$ cat config.mk
export PLATFORM = sky130hd
export DESIGN_NAME = imem_loader
export DESIGN_NICKNAME = d
export VERILOG_FILES = /design/src/rtl/loader_pkg.sv /design/src/rtl/imem_loader.sv
export SDC_FILE = /design/constraint.sdc
export NUM_CORES = 1
export LEC_CHECK = 0
export ABC_AREA = 1
export ABC_CLOCK_PERIOD_IN_PS = 1440
export CAP_MARGIN = 20
export CORE_MARGIN = 1
export CORE_UTILIZATION = 46
export DETAILED_ROUTE_END_ITERATION = 7
export HOLD_SLACK_MARGIN = 0.02
export PLACE_DENSITY_LB_ADDON = 0.08
export SYNTH_ARGS = -nofsm -noshare
export SYNTH_HDL_FRONTEND = slang
export SYNTH_SLANG_ARGS = --single-unit
$ cat constraint.sdc
create_clock -name clk -period 1.44 [get_ports clk]
set_input_delay 0.36 -clock clk [delete_from_list [all_inputs] [get_ports clk]]
set_output_delay 0.36 -clock clk [all_outputs]
set_load 0.02 [all_outputs]
$ cat src/rtl/loader_pkg.sv
// Shared types for the boot-time instruction memory loader.
package loader_pkg;

  localparam logic [7:0] SYNC_BYTE_DEF = 8'hA5;

  typedef enum logic [2:0] {
    S_IDLE,
    S_COUNT,
    S_HI,
    S_LO,
    S_CSUM,
    S_DONE,
    S_ERR
  } state_t;

endpackage

$ cat src/rtl/imem_loader.sv
// Boot loader: frames a byte stream into 16-bit words, writes them to instruction
// memory and releases the CPU only after the frame checksum matches.
//
// state   | meaning
// S_IDLE  | waiting for sync byte, other bytes dropped
// S_COUNT | next byte is word count N (0 means 256)
// S_HI    | next byte is high byte of a word
// S_LO    | next byte is low byte; word is written
// S_CSUM  | next byte is XOR checksum of all data bytes
// S_DONE  | frame loaded, CPU released; sync byte restarts
// S_ERR   | checksum failed, CPU held; sync byte restarts
module imem_loader
  import loader_pkg::*;
#(
  parameter int          address_size     = 8,
  parameter int          instruction_size = 16,
  parameter logic [7:0]  SYNC_BYTE        = SYNC_BYTE_DEF
) (
  input  logic                        clk,
  input  logic                        reset_n,
  input  logic                        in_valid,
  input  logic [7:0]                  in_data,
  output logic                        in_ready,
  output logic                        im_we,
  output logic [address_size-1:0]     im_addr,
  output logic [instruction_size-1:0] im_wdata,
  output logic                        cpu_hold,
  output logic                        load_done,
  output logic                        load_error
);

  state_t                  state, state_nx;
  logic [address_size-1:0] addr_cnt;
  logic [8:0]              words_left;
  logic [7:0]              csum;
  logic [7:0]              hi_byte;
  logic                    is_sync;
  logic                    last_word;
  logic                    csum_ok;

  assign in_ready  = 1'b1;
  assign is_sync   = (in_data == SYNC_BYTE);
  assign last_word = (words_left == 9'd1);
  assign csum_ok   = (in_data == csum);

  always_ff @(posedge clk or negedge reset_n) begin
    if (!reset_n) state <= S_IDLE;
    else          state <= state_nx;
  end

  always_comb begin
    state_nx = state;
    if (in_valid) begin
      case (state)
        S_IDLE, S_DONE, S_ERR: if (is_sync) state_nx = S_COUNT;
        S_COUNT:               state_nx = S_HI;
        S_HI:                  state_nx = S_LO;
        S_LO:                  state_nx = last_word ? S_CSUM : S_HI;
        S_CSUM:                state_nx = csum_ok ? S_DONE : S_ERR;
        default:               state_nx = S_IDLE;
      endcase
    end
  end

  // words_left counts down from N; a zero count byte loads 256
  always_ff @(posedge clk or negedge reset_n) begin
    if (!reset_n) begin
      im_we      <= 1'b0;
      im_addr    <= '0;
      im_wdata   <= '0;
      cpu_hold   <= 1'b1;
      load_done  <= 1'b0;
      load_error <= 1'b0;
      addr_cnt   <= '0;
      words_left <= '0;
      csum       <= '0;
      hi_byte    <= '0;
    end else begin
      im_we <= 1'b0;
      if (in_valid) begin
        case (state)
          S_IDLE, S_DONE, S_ERR: begin
            if (is_sync) begin
              cpu_hold   <= 1'b1;
              load_done  <= 1'b0;
              load_error <= 1'b0;
            end
          end
          S_COUNT: begin
            words_left <= {(in_data == 8'h00), in_data};
            addr_cnt   <= '0;
            csum       <= '0;
          end
          S_HI: begin
            hi_byte <= in_data;
            csum    <= csum ^ in_data;
          end
          S_LO: begin
            im_we      <= 1'b1;
            im_addr    <= addr_cnt;
            im_wdata   <= instruction_size'({hi_byte, in_data});
            csum       <= csum ^ in_data;
            addr_cnt   <= addr_cnt + 1'b1;
            words_left <= words_left - 9'd1;
          end
          S_CSUM: begin
            if (csum_ok) begin
              load_done <= 1'b1;
              cpu_hold  <= 1'b0;
            end else begin
              load_error <= 1'b1;
            end
          end
          default: ;
        endcase
      end
    end
  end

endmodule

==> flow_metrics.py <==
metrics = {
    "clock_network": {
        "tritoncts": "done",
        "clockBufferDepth": 2,
        "cts_sinks": 64,
        "clock_latency_ns": 0.35,
        "clk_pin_slew_worst_paths_ns": 0.07,
        "h-tree-depth": 3,
        "numCtsBuffers": 9,
        "root_buffer": "clkbuf_8",
    },
    "final_layout": {
        "regArea_sq_um": 1610,
        "utilization": 0.663,
        "insertedDiodeCount": 0,
        "multi_input_area_sq_um": 1300,
        "syn2layout_area_growth_pct": 40.0,
        "drive_gt1_frac": 0.248,
        "fillCellCount": 545,
        "fin_nets": 468,
    },
    "synth": {
        "synthSimpleGateAreaFrac": 0.243,
        "yosysWarnings": 0,
        "synth_xor_area_frac": 0.00873,
        "avgSynthCellArea_sq_um": 8.27,
        "synth-compound-area-share": 0.129,
        "synth_top_family_by_area": "simple AND/OR/NAND/NOR gates",
        "ys_types": 32,
        "synth.area.mux_share": 0,
        "ys_seq_area_frac": 0.533,
        "synthCells": 364,
        "synthAdderAreaFrac": 0.0125,
        "ys_ff_latch": 64,
        "syn_area_sq_um": 3010,
        "synthesis.nets": 378,
    },
    "floorplan": {
        "dieArea_sq_um": 6870,
        "core-area_sq_um": 6350,
        "row_count": 29,
        "ios": 40,
        "fp.dieH_um": 82.9,
        "start_util": 0.474,
        "die_w_um": 82.9,
    },
    "sta": {
        "rsz0062_at_grt": "true",
        "hold_violations": 0,
        "finalSetupViolations": 0,
        "max_freq_ghz": 0.710,
        "layout_worst_path_cycle_share": 0.978,
        "drv_slew": 0,
        "min_period_ns": 1.41,
        "worst_clock_skew_ns": 0.00845,
    },
    "power_and_ir_drop": {
        "leakage_nw": 2.17,
        "vdd_drop_max_mv": 1.26,
        "p_total_w": 0.00859,
        "power.density_nw_per_um2": 2040,
    },
    "setup_path": {
        "crit_chain": "dlygate4sd2_1",
        "crit_slowest_cell": "dfrtp_1",
        "slowest_delay_ns": 0.38,
        "cp_num_cells": 1,
        "r2r-end": "im_addr[1]",
        "crit_start": "im_wdata[0]",
        "critPathBufInv": 1,
        "cp_max_fo": 2,
        "path_class": "reg -> out",
        "crit_path_end": "im_wdata[0]",
        "reg2reg_from": "state[1]",
        "start_kind": "register",
        "cp.arrival_ns": 1.05,
        "end_kind": "output pin",
        "crit_required_ns": 1.08,
        "ff2ff_setup_slack_ns": 0.04,
        "cp_top_family": "flip-flops",
        "reg2reg_depth": 8,
    },
    "grt": {
        "gr-total-overflow": 0,
        "grt_pass1_vias": 2592,
        "antenna_found_initial": 0,
        "grt_max_degree": 65,
        "grt_usage": 0.216,
        "grt_pass1_wl_um": 11900,
    },
    "route": {
        "num_vias": 2671,
        "via_per_inst": 4.98,
        "wire_per_inst_um": 13.5,
        "drc": 0,
        "wl_um": 7260,
        "detail-route-antenna-nets": 0,
        "firstDrtPassIters": 4,
        "drt_iter0_drc": 125,
    },
    "placed_design": {
        "hpwlAfterDp_um": 4940,
        "portBuffers": 38,
        "gp_congestion": 0.820,
    },
    "run_status": {
        "status": "finished, final reports clean",
    },
    "min_path": {
        "hold_class": "in -> async",
    },
    "job": {
        "max_cap_violations": 0,
    },
}
power breakdown:
part           switching (W)  internal [W]
clock               0.000757      0.000977
sequential          0.000498       0.00255
combinational        0.00215       0.00165
state kept, by name, summed over array words and instances (netlist names):
name,count
state,3
cpu_hold,1
addr_cnt,8
load_done,1
csum,8
im_wdata,16
hi_byte,8
im_we,1
im_addr,8
words_left,9
load_error,1
layer usage:
layer | GRT usage | up-vias | part of all wire
met2 | 0.361 | 46 | 0.51
met1 | 0.278 | 1255 | 0.45
met3 | 0.0417 | 11 | 0.028
li1 | - | 1359 | -
met5 | 0 | - | 0
met4 | 0.0862 | 0 | 0.016
worst min path at each step:
stage / from / to / cells after the start
2_1_floorplan: reset_n / addr_cnt[0] / 0
3_3_place_gp: reset_n / im_addr[4] / 2
3_5_place_dp: reset_n / im_addr[4] / 2
4_1_cts: reset_n / words_left[4] / 2
5_1_grt: reset_n / im_addr[4] / 2
6_report: reset_n / addr_cnt[3] / 2
cell usage after synthesis:
cell,instances,area share
o22ai_1,10,0.021
nor2_8,1,0.0067
buf_6,2,0.0075
a31oi_1,1,0.0021
conb_1,1,0.0012
dfstp_2,1,0.0087
o211ai_1,2,0.0050
buf_2,4,0.0067
nand2_2,1,0.0021
a21boi_0,1,0.0025
nor2_4,2,0.0075
nand2_1,123,0.15
or2_2,1,0.0021
o21a_1,2,0.0050
nor2_2,3,0.0062
nor3_1,4,0.0067
inv_2,2,0.0025
o21ai_1,13,0.022
ha_1,3,0.012
nand3_2,2,0.0067
a21oi_1,8,0.013
dfrtp_1,63,0.52
o21ai_0,32,0.053
o21ai_2,2,0.0058
clkbuf_1,2,0.0025
nand3_1,15,0.025
inv_4,1,0.0021
inv_1,39,0.049
xor2_1,3,0.0087
nand4_1,4,0.0083
nor2_1,15,0.019
buf_4,1,0.0025
per-stage QoR:
step | setup TNS (ns) | hold WS, ns | worst slack (ns) | area [sq um] | cells
floorplan | 0 | 0.0644 | 0.0532 | 3010 | 364
global placement | -10.71 | 0.405 | -0.346 | 3790 | 511
detailed placement | -10.65 | 0.402 | -0.387 | 3790 | 511
CTS | 0 | 0.0267 | 0.0141 | 3970 | 527
global route | -0.537 | 0.0359 | -0.0584 | 4210 | 536
finish | 0 | 0.00847 | 0.0318 | 4210 | 536
area by class of cell:
| type | instances | area share |
|---|---|---|
| clock buffer | 9 | 0.0294 |
| clock inverter | 7 | 0.0226 |
| inverter | 42 | 0.0404 |
| multi-input combinational | 249 | 0.309 |
| sequential | 64 | 0.381 |
| tap | 77 | 0.0229 |
| timing repair buffer | 88 | 0.194 |
kinds of logic (layout without fill, tap and decap cells):
group	count (synthesis)	in the layout
compound gates	71	71
xor+xnor	3	3
fa+ha+maj	3	3
buf+inv	51	146
flops	64	64
other cells	1	1
simple gates	171	171
timing repair:
action / 4_1_cts / 5_1_grt
buffers inserted: 0 / 9
pin swaps: 0 / 13
endpoints found under the setup margin: 33 / 44
resized for setup: 36 / 62
hold buffers: 0 / 0
cell usage in the layout, fill, tap and decap left out, types with 3 or more instances in the layout:
cell	netlist	layout
a21oi_1	8	8
buf_12	0	6
buf_4	1	42
clkbuf_8	0	9
clkdlybuf4s15_1	0	9
dfrtp_1	63	60
dfrtp_2	0	3
dlygate4sd2_1	0	20
dlymetal6s2s_1	0	6
inv_1	39	32
inv_2	2	7
nand2_1	123	119
nand2_2	1	5
nand3_1	15	10
nand3_2	2	4
nand3_4	0	3
nand4_1	4	4
nor2_1	15	9
nor2_2	3	7
nor2_4	2	4
o21ai_0	32	25
o21ai_1	13	18
o21ai_2	2	4
o22ai_1	10	10
xor2_1	3	3
(Power assumes the default switching activity.)
